## src/rtl/tanh_share_arbiter.sv

```systemverilog
// Round-robin arbiter sharing one saturating tanh unit among NREQ requesters,
// with a registered result stage and a saturation-event counter.
module tanh_share_arbiter #(
    parameter int NREQ = 4,
    localparam int IDW = $clog2(NREQ)
) (
    input  logic              clk,
    input  logic              rst_n,
    input  logic [NREQ-1:0]   req_valid,
    input  logic [17*NREQ-1:0] req_x,
    output logic [NREQ-1:0]   req_ready,
    output logic              out_valid,
    input  logic              out_ready,
    output logic [15:0]       out_f,
    output logic [IDW-1:0]    out_id,
    output logic              out_sat,
    output logic [15:0]       sat_cnt,
    input  logic              sat_cnt_clr
);

    localparam logic [IDW:0]   NREQ_W = (IDW+1)'(NREQ);
    localparam logic [IDW-1:0] LAST_ID = IDW'(NREQ - 1);

    logic              out_valid_q, out_valid_d;
    logic [15:0]       out_f_q, out_f_d;
    logic [IDW-1:0]    out_id_q, out_id_d;
    logic              out_sat_q, out_sat_d;
    logic [15:0]       sat_cnt_q, sat_cnt_d;
    logic [IDW-1:0]    ptr_q, ptr_d;

    logic              can_load;
    logic              found;
    logic              transfer;
    logic [IDW-1:0]    g;
    logic [NREQ-1:0]   grant_vec;
    logic [16:0]       x_sel;
    logic [15:0]       f_sat;
    logic              clamp;

    assign can_load = !out_valid_q || out_ready;

    // First valid requester at or after ptr, wrapping modulo NREQ.
    always_comb begin
        logic [IDW:0] sum;
        found = 1'b0;
        g     = '0;
        sum   = '0;
        for (int k = 0; k < NREQ; k++) begin
            sum = {1'b0, ptr_q} + (IDW+1)'(k);
            if (sum >= NREQ_W) begin
                sum = sum - NREQ_W;
            end
            if (!found && req_valid[sum[IDW-1:0]]) begin
                found = 1'b1;
                g     = sum[IDW-1:0];
            end
        end
    end

    always_comb begin
        grant_vec    = '0;
        grant_vec[g] = 1'b1;
    end

    assign transfer  = rst_n && can_load && found;
    assign req_ready = transfer ? grant_vec : '0;

    always_comb begin
        x_sel = '0;
        for (int i = 0; i < NREQ; i++) begin
            if (g == IDW'(i)) begin
                x_sel = req_x[17*i +: 17];
            end
        end
    end

    // Out of 16-bit range exactly when the sign bit and bit 15 disagree.
    always_comb begin
        f_sat = x_sel[15:0];
        clamp = 1'b0;
        if (!x_sel[16] && x_sel[15]) begin
            f_sat = 16'h7FFF;
            clamp = 1'b1;
        end else if (x_sel[16] && !x_sel[15]) begin
            f_sat = 16'h8000;
            clamp = 1'b1;
        end
    end

    always_comb begin
        out_valid_d = out_valid_q;
        out_f_d     = out_f_q;
        out_id_d    = out_id_q;
        out_sat_d   = out_sat_q;
        ptr_d       = ptr_q;
        sat_cnt_d   = sat_cnt_q;
        if (transfer) begin
            out_valid_d = 1'b1;
            out_f_d     = f_sat;
            out_id_d    = g;
            out_sat_d   = clamp;
            ptr_d       = (g == LAST_ID) ? '0 : g + IDW'(1);
        end else if (can_load) begin
            out_valid_d = 1'b0;
        end
        if (sat_cnt_clr) begin
            sat_cnt_d = '0;
        end else if (transfer && clamp && (sat_cnt_q != 16'hFFFF)) begin
            sat_cnt_d = sat_cnt_q + 16'd1;
        end
    end

    always_ff @(posedge clk) begin
        if (!rst_n) begin
            out_valid_q <= 1'b0;
            out_f_q     <= '0;
            out_id_q    <= '0;
            out_sat_q   <= 1'b0;
            sat_cnt_q   <= '0;
            ptr_q       <= '0;
        end else begin
            out_valid_q <= out_valid_d;
            out_f_q     <= out_f_d;
            out_id_q    <= out_id_d;
            out_sat_q   <= out_sat_d;
            sat_cnt_q   <= sat_cnt_d;
            ptr_q       <= ptr_d;
        end
    end

    assign out_valid = out_valid_q;
    assign out_f     = out_f_q;
    assign out_id    = out_id_q;
    assign out_sat   = out_sat_q;
    assign sat_cnt   = sat_cnt_q;

endmodule

```

## config.mk

```make
export PLATFORM = sky130hd
export DESIGN_NAME = tanh_share_arbiter
export DESIGN_NICKNAME = d
export VERILOG_FILES = /design/src/rtl/tanh_share_arbiter.sv
export SDC_FILE = /design/constraint.sdc
export NUM_CORES = 1
export LEC_CHECK = 0
export BUFFER_PORTS_ARGS = -buffer_cell sky130_fd_sc_hd__buf_2
export CAP_MARGIN = 10
export CORE_MARGIN = 10
export CORE_UTILIZATION = 50
export CTS_CLUSTER_DIAMETER = 150
export CTS_CLUSTER_SIZE = 40
export DETAILED_ROUTE_END_ITERATION = 12
export MAX_ROUTING_LAYER = met4
export PLACE_DENSITY_LB_ADDON = 0.3
export SYNTH_ARGS = -nofsm -noshare
export SYNTH_HDL_FRONTEND = slang
export SYNTH_SLANG_ARGS = --single-unit
```

## constraint.sdc

```tcl
create_clock -name clk -period 5.7 [get_ports clk]
set_clock_uncertainty 0.05 [all_clocks]
set_input_delay 0.855 -clock clk [delete_from_list [all_inputs] [get_ports clk]]
set_output_delay 0.855 -clock clk [all_outputs]
set_load 0.01 [all_outputs]
```

==> impl_metrics.tcl, run 1 <==
set metrics [dict create \
    fin_ws_ps 1310 \
    leakage_nw 1.35 \
    cp-startpoint "req_valid[0]" \
    diodes 0 \
    crit_path_max_fanout 21 \
    post-route-period-util_pct 76.9 \
    yosysWarnings 0 \
    fillCellCount 422 \
    cp.arrival_ps 4570 \
    die_w_um 88.6 \
    vias 2656 \
    grt_first_pass_wirelength_um 11900 \
    dieArea_um2 7860 \
    die_h_um 88.6 \
    netlist_instances 306 \
    relSlewSlack_pct 20.4 \
    h-tree-depth 2 \
    endpoint_kind "flop" \
    drt-vias-per-instance 5.77 \
    status "complete, no violations" \
    ys_seq_area_share_pct 32.3 \
    ctsHoldBuffers 0 \
    cts_buffers 5 \
    tritoncts "yes" \
    ctsResizeCount 0 \
    clk_transition_reported_paths_ps 70 \
    worstHoldStart "out_id[0]$_SDFFE_PN0P_" \
    crit_required_ps 5890 \
    vdd_drop_max_uv 247 \
    cts_sinks 38 \
    globalRouteOverflowTotal 0 \
    dp_hpwl_um 6010 \
    area_growth_syn_to_layout_pct 27.7 \
    fin_nets 490 \
    cts_buffer_depth 2 \
    drt_iter0_markers 179 \
    postCtsSetupBuffers 0 \
    grt_start_max_net_pins 30 \
    grt_usage_pct 19.4 \
    setup_viol 0 \
    cp-start-kind "input port" \
    tightest_slew_ps 1190 \
    min_path_type "flop to flop" \
    synthDominantAreaCellType "dfxtp_1" \
    hold_viol 0 \
    drtPass1Iterations 4 \
    min_period_ps 4390 \
    gp_congestion 0.911 \
    antenna_found_initial 0 \
    wl_um 7750 \
    wl_per_cell_um 16.9 \
    port_buffers 115 \
    synth-seq-cells 38 \
    io_pins 116 \
    rows 24 \
    r2r-start "ptr_q[0]$_SDFFE_PN0P_" \
    syn_area_per_cell_um2 7.70 \
    slew_viol_final 0 \
    ys_types 40 \
    dp_slack_ps 1050 \
    netlist_area_um2 2360 \
    drive_gt1_share_pct 31.4 \
    max_freq_ghz 0.228 \
    critPathKind "input port to flop" \
    power.density_nw_per_um2 354 \
    syn_nets 389 \
    initial_utilization_pct 53.0 \
    antenna_left 0 \
    fin_tns_setup_ps 0 \
    drc_errors 0 \
    synth_area_leaders "dfxtp_1 32%, a21oi_1 10%, o31ai_1 6.1%" \
    cap_violations 0 \
    grt_pass1_vias 2492 \
    clock_latency_ps 290 \
    coreArea_um2 4440 \
    synth_top_area_share_pct 32.3 \
    cts_root_buf "clkbuf_8" \
    rsz0062_at_grt "no" \
]
[per-layer routing]
metal / vias up / global-route usage [%] / share of wire (%)
li1: 1318 / - / -
met1: 1204 / 24.6 / 43
met2: 119 / 29.1 / 47
met3: 15 / 4.60 / 7.6
met4: 0 / 7.20 / 2.4
met5: - / - / 0
[flip-flops by register name, summed over array words and instances, names as in the netlist]
register   count
out_id         2
sat_cnt       16
out_sat        1
ptr_q          2
out_valid      1
out_f         16
[worst paths after layout]
kind	end	slack [ps]	cells past startpoint
hold / removal	out_id[0]$_SDFFE_PN0P_	430	2
setup / recovery	sat_cnt[5]$_SDFFE_PP0P_	1310	17
setup reg to reg	sat_cnt[5]$_SDFFE_PP0P_	1630	16
hold reg to reg	out_id[0]$_SDFFE_PN0P_	430	2
[Yosys cell counts, drive strengths merged]
library cell  count
a221o             1
clkbuf           18
and2              6
dfxtp            38
ha                7
a21o              1
xor2              4
inv               7
nor3              3
buf               5
nand2b           18
a21oi            47
nand2            29
and4b             1
nor4              1
nand3b            1
and3              4
a221oi           16
nor2             12
and4              3
or3               6
o21a              2
nand3             9
o311ai            1
xnor2             1
nand4             6
nor2b            19
or4               5
o211ai            1
o22ai             2
o31ai            19
a22oi             1
o21ai            11
a21boi            1
[cells in the final DEF (no fill, tap or decap), drive strengths merged, types with 7 or more instances in the layout]
cell / synthesis / layout
a221oi: 16 / 16
nor2: 12 / 12
nand2b: 18 / 18
inv: 7 / 7
nand2: 29 / 29
nand3: 9 / 9
o31ai: 19 / 19
ha: 7 / 7
buf: 5 / 117
clkbuf: 18 / 7
nor2b: 19 / 19
dfxtp: 38 / 38
a21oi: 47 / 47
o21ai: 11 / 11
[area by class of cell]
type	instances	area, um^2	area share, %
clock inverter	1	5.00	0.166
multi-input combinational	238	1480	49.0
sequential	38	761	25.3
clock buffer	7	86.3	2.87
tap	52	65.1	2.16
inverter	7	26.3	0.873
timing repair buffer	117	591	19.6
[critical path: stages]
cell and delay [ps]:
buf_2 120, nor2b_1 130, a21oi_1 120, nor2_1 60, a221o_1 280, nor2_1 150, ha_1 650, nand3b_1 190
a21oi_1 60, a21oi_1 130, nor2_1 60, a21o_1 160, ha_1 280, and4b_1 410, o31ai_1 300, or4_1 530
nand2_1 70
[cells by family after synthesis]
| logic type | after synthesis | synth area share [%] |
|---|---|---|
| DFF | 38 | 32.3 |
| and+or+nand+nor | 123 | 29.5 |
| buffers and inverters | 30 | 5.10 |
| xor gates and xnor gates | 5 | 1.86 |
| adders and majority gates | 7 | 3.72 |
| AOI/OAI and AO/OA | 103 | 27.6 |
[through the flow]
stage                     hold slack, ps  utilization [%]  total power (W)  cell area (um^2)  cells
final                                431             67.7          0.00106              3010    460
after global routing                 474             67.7          0.00115              3010    460
after CTS                            427             67.7          0.00107              3010    460
after detailed placement             411             65.7         0.000873              2920    452
after global placement               418             65.7         0.000863              2920    452
after floorplan                      436                -         0.000727              2360    306
[report_power, final]
| group | switching [W] | internal (W) |
|---|---|---|
| Combinational | 0.000298 | 0.000230 |
| Sequential | 0.0000304 | 0.000315 |
| Clock | 0.0000936 | 0.0000976 |
(Power assumes the default switching activity.)
==> run 2, diff against run 1 <==
Settings changed: CORE_UTILIZATION 50 to 42.
Clock period 5.7 ns to 3.6 ns, I/O delays scaled along.
==> impl_metrics.tcl, run 2 (synthesized netlist as in run 1, its figures left out) <==
set metrics [dict create \
    dp_hpwl_um 6120 \
    min_period_ps 3340 \
    cp.arrival_ps 3520 \
    clock_latency_ps 300 \
    vdd_drop_max_uv 293 \
    cts_buffer_depth 2 \
    max_freq_ghz 0.299 \
    globalRouteOverflowTotal 0 \
    grt_pass1_vias 2542 \
    diodes 0 \
    post-route-period-util_pct 92.9 \
    antenna_left 0 \
    fin_nets 500 \
    endpoint_kind "flop" \
    wl_um 7690 \
    io_pins 116 \
    tritoncts "yes" \
    drt_iter0_markers 109 \
    port_buffers 115 \
    critPathKind "input port to flop" \
    cts_buffers 5 \
    rows 27 \
    setup_viol 0 \
    drt-vias-per-instance 5.43 \
    dp_slack_ps -85.7 \
    die_w_um 94.9 \
    drive_gt1_share_pct 34.0 \
    final_common_cell "buf_2" \
    clk_transition_reported_paths_ps 80 \
    h-tree-depth 2 \
    cts_sinks 38 \
    gp_congestion 0.860 \
    cts_root_buf "clkbuf_8" \
    crit_required_ps 3780 \
    wl_per_cell_um 15.7 \
    grt_first_pass_wirelength_um 12200 \
    hold_viol 0 \
    ctsHoldBuffers 0 \
    area_growth_syn_to_layout_pct 33.0 \
    postLayoutCellArea_um2 3130 \
    dpl-instance-area_um2 3020 \
    fin_ws_ps 257 \
    utilization_pct 57.2 \
    rrSetupSlack_ps 300 \
    grt_usage_pct 17.2 \
    antenna_found_initial 0 \
    initial_utilization_pct 43.0 \
    relSlewSlack_pct 45.2 \
    leakage_nw 1.41 \
    coreArea_um2 5470 \
    slew_viol_final 0 \
    layout_common_cells "115 x buf_2, 47 x a21oi_1, 37 x dfxtp_1" \
    drc_errors 0 \
    cap_violations 0 \
    grt_start_max_net_pins 28 \
    cp-start-kind "input port" \
    min_path_type "flop to flop" \
    dieArea_um2 9010 \
    total_power_w 0.00181 \
    crit_path_max_fanout 7 \
    vias 2661 \
    fin_tns_setup_ps 0 \
    rsz0062_at_grt "no" \
    power.density_nw_per_um2 577 \
    die_h_um 94.9 \
    drtPass1Iterations 4 \
    status "complete, no violations" \
    tightest_slew_ps 822 \
]
[run 2: cell types whose count changed in the layout (fill, tap and decap cells not counted), sizes merged]
cell    before  now
bufinv       0    1
clkinv       1    2
clkbuf       7    5
buf        117  127
[run 2: repair_timing]
item	4_1_cts	5_1_grt
resized for setup	0	3
buffers inserted	0	0
endpoints found under the setup margin	0	7
[run 2: cell type report]
cell class | count | area [um^2]
multi-input combinational | 238 | 1480
clock inverter | 3 | 40.0
inverter | 7 | 26.3
clock buffer | 5 | 68.8
fill | 559 | 2340
sequential | 38 | 762
timing repair buffer | 127 | 666
tap | 72 | 90.1
[run 2: routing by layer]
metal / GRT usage (%) / share of wire [%]
met4: 4.36 / 1.4
met3: 5.08 / 7.1
met2: 26.1 / 46
met1: 21.7 / 45
met5: - / 0
[run 2: worst paths after layout]
path | endpoint | start | cells after the start
min | out_id[1]$_SDFFE_PN0P_ | out_id[1]$_SDFFE_PN0P_ | 2
min reg2reg | out_id[1]$_SDFFE_PN0P_ | out_id[1]$_SDFFE_PN0P_ | 2
max reg2reg | sat_cnt[15]$_SDFFE_PP0P_ | ptr_q[0]$_SDFFE_PN0P_ | 15
max | sat_cnt[15]$_SDFFE_PP0P_ | req_valid[0] | 16
[run 2: power by group]
| group | switching [W] | internal [W] |
|---|---|---|
| Combinational | 0.000492 | 0.000409 |
| Sequential | 0.0000463 | 0.000499 |
| Clock | 0.000158 | 0.000204 |
[run 2: stage by stage]
stage	instances	hold slack, ps
floorplan	306	436
global placement	482	420
detailed placement	482	414
CTS	490	433
global route	490	466
finish	490	428
[run 2: worst max-delay path: stages]
cell and delay, ps:
buf_2 110, nor2b_1 140, a21oi_1 130, nor2_1 70
a221o_1 290, nor2_2 120, ha_2 240, nand3b_1 110
a21oi_1 60, a21oi_1 120, nor2_1 70, a21o_1 160
ha_1 280, or3_1 450, or4_1 480, a21oi_1 150
==> run 3, diff against run 2 <==
--- a/config.mk
+++ b/config.mk
@@ -8,5 +8,5 @@
 export BUFFER_PORTS_ARGS = -buffer_cell sky130_fd_sc_hd__buf_2
-export CAP_MARGIN = 10
+export CAP_MARGIN = 20
 export CORE_MARGIN = 10
-export CORE_UTILIZATION = 42
+export CORE_UTILIZATION = 50
 export CTS_CLUSTER_DIAMETER = 150
==> constraint.sdc (replaced) <==
create_clock -name clk -period 4 [get_ports clk]
set_clock_uncertainty 0.05 [all_clocks]
set_input_delay 0.6 -clock clk [delete_from_list [all_inputs] [get_ports clk]]
set_output_delay 0.6 -clock clk [all_outputs]
set_load 0.1 [all_outputs]
==> impl_metrics.tcl, run 3 (synthesized netlist as in run 1, its figures left out) <==
set metrics [dict create \
    status "complete, no violations" \
    fin_tns_setup_ps 0 \
    antenna_left 0 \
    cts_sinks 38 \
    vias 2712 \
    dieArea_um2 7860 \
    min_period_ps 3510 \
    crit_required_ps 4170 \
    max_freq_ghz 0.285 \
    slew_viol_final 0 \
    reg2reg_to "sat_cnt[15]$_SDFFE_PP0P_" \
    grt_usage_pct 20.0 \
    drive_gt1_share_pct 32.4 \
    power.density_nw_per_um2 658 \
    wl_met3_um 566 \
    cap_violations 0 \
    grt_pass1_vias 2578 \
    tritoncts "yes" \
    coreArea_um2 4440 \
    drt_iter0_markers 190 \
    worstRegToRegCells 15 \
    hold_viol 0 \
    clk_transition_reported_paths_ps 70 \
    cp_cell_sequence "buf_2 -> nor2b_1 -> a21oi_1 -> nor2_1 -> a221o_1 -> nor2_1 -> ha_1 -> nand3b_1 -> a21oi_1 -> a21oi_1 -> nor2_1 -> a21o_1 -> ha_1 -> or3_1 -> or4_1 -> a21oi_1" \
    drt-vias-per-instance 5.83 \
    r2r-start "ptr_q[0]$_SDFFE_PN0P_" \
    rsz0062_at_grt "no" \
    cpMostUsedCell "a21oi_1" \
    cp-start-kind "input port" \
    critPathKind "input port to flop" \
    cp.arrival_ps 3680 \
    gp_congestion 0.866 \
    drtPass1Iterations 4 \
    p_comb_share_pct 62.6 \
    worstHoldStart "out_id[1]$_SDFFE_PN0P_" \
    swShare_pct 53.4 \
    seqPwrFrac_pct 24.4 \
    wl_met2_um 3980 \
    worst_path_largest_cell_delay_ps 490 \
    tightest_slew_ps 783 \
    dp_hpwl_um 6250 \
    post-route-period-util_pct 87.8 \
    ctsHoldBuffers 0 \
    dp_cells 458 \
    die_h_um 88.6 \
    area_growth_syn_to_layout_pct 29.5 \
    crit_path_max_fanout 8 \
    fillCellCount 414 \
    diodes 0 \
    instances_no_fill 465 \
    drc_errors 0 \
    cts_buffers 5 \
    cts_root_buf "clkbuf_8" \
    layout_common_cells "116 x buf_2, 47 x a21oi_1, 38 x dfxtp_1" \
    vdd_drop_max_uv 456 \
    ctsResizeCount 0 \
    globalRouteOverflowTotal 0 \
    hold_end "out_id[1]$_SDFFE_PN0P_" \
    power_switching_w 0.00107 \
    leakage_nw 1.38 \
    io_pins 116 \
    whs_path_depth 2 \
    endpoint_kind "flop" \
    grt_first_pass_wirelength_um 12300 \
    relSlewSlack_pct 47.8 \
    min_path_type "flop to flop" \
    wl_per_cell_um 17.1 \
    rrSetupSlack_ps 550 \
    wl_met1_um 3270 \
    initial_utilization_pct 53.0 \
    port_buffers 115 \
    p_int_w 0.000934 \
    grt_start_max_net_pins 31 \
    fin_nets 497 \
    rows 24 \
    setup_viol 0 \
    final_common_cell "buf_2" \
    slowest_stage "or4_1" \
    antenna_found_initial 0 \
    cts_buffer_depth 2 \
    postCtsSetupBuffers 0 \
    highest_layer "met4" \
    die_w_um 88.6 \
    wl_um 7930 \
    clock_latency_ps 290 \
    total_power_w 0.00201 \
    clock_power_share_pct 13.0 \
    h-tree-depth 2 \
]
[run 3: changes by cell type in the layout (fill, tap and decap cells not counted), sizes merged]
cell	delta
bufinv	-1
buf	-3
clkbuf	+1
clkinv	-2
[run 3: power by group through the flow]
stage | Sequential (W) | Combinational [W] | Clock, W
detailed placement | 0.000498 | 0.00124 | 0
floorplan | 0.000942 | 0.000554 | 0
global placement | 0.000495 | 0.00123 | 0
CTS | 0.000490 | 0.00125 | 0.000260
finish | 0.000490 | 0.00126 | 0.000260
global route | 0.000499 | 0.00135 | 0.000277
[run 3: worst max-delay path, delay by kind of cell]
kind	cells	cell delay [ps]
AND/OR/NAND/NOR	7	1520
AO/OA/AOI/OAI	6	870
buffers and inverters	1	120
adder cells (fa/ha/maj)	2	560
[run 3: area by class of cell]
class / count / area (um^2) / area share [%]
repair buffers: 124 / 641 / 21.0
multi-input cells: 238 / 1480 / 48.4
well taps: 52 / 65.1 / 2.13
inverters: 7 / 26.3 / 0.861
clock buffers: 6 / 82.6 / 2.71
flip-flops and latches: 38 / 761 / 24.9
[run 3: layer usage]
| layer | global-route usage [%] | up-vias |
|---|---|---|
| met5 | - | - |
| met4 | 6.31 | 0 |
| met3 | 4.60 | 11 |
| met2 | 31.4 | 111 |
| met1 | 24.8 | 1254 |
| li1 | - | 1336 |
[run 3: worst max path at each step]
| stage | depth (start not counted) | slack [ps] | from | endpoint |
|---|---|---|---|---|
| 6_report | 16 | 490 | req_valid[0] | sat_cnt[15]$_SDFFE_PP0P_ |
| 5_1_grt | 14 | 240 | req_valid[0] | sat_cnt[15]$_SDFFE_PP0P_ |
| 4_1_cts | 17 | 480 | req_valid[0] | sat_cnt[5]$_SDFFE_PP0P_ |
| 3_5_place_dp | 17 | 200 | req_valid[0] | sat_cnt[5]$_SDFFE_PP0P_ |
| 3_3_place_gp | 16 | 300 | req_valid[0] | sat_cnt[15]$_SDFFE_PP0P_ |
| 2_1_floorplan | 15 | 290 | req_valid[0] | sat_cnt[15]$_SDFFE_PP0P_ |
[run 3: per-stage QoR]
step	hold slack (ps)	area [um^2]	util (%)	setup WS, ps
finish	429	3050	68.6	488
global route	478	3050	68.6	237
CTS	432	3050	68.5	482
detailed placement	414	2960	66.7	200
global placement	420	2960	66.7	304
floorplan	436	2360	-	292
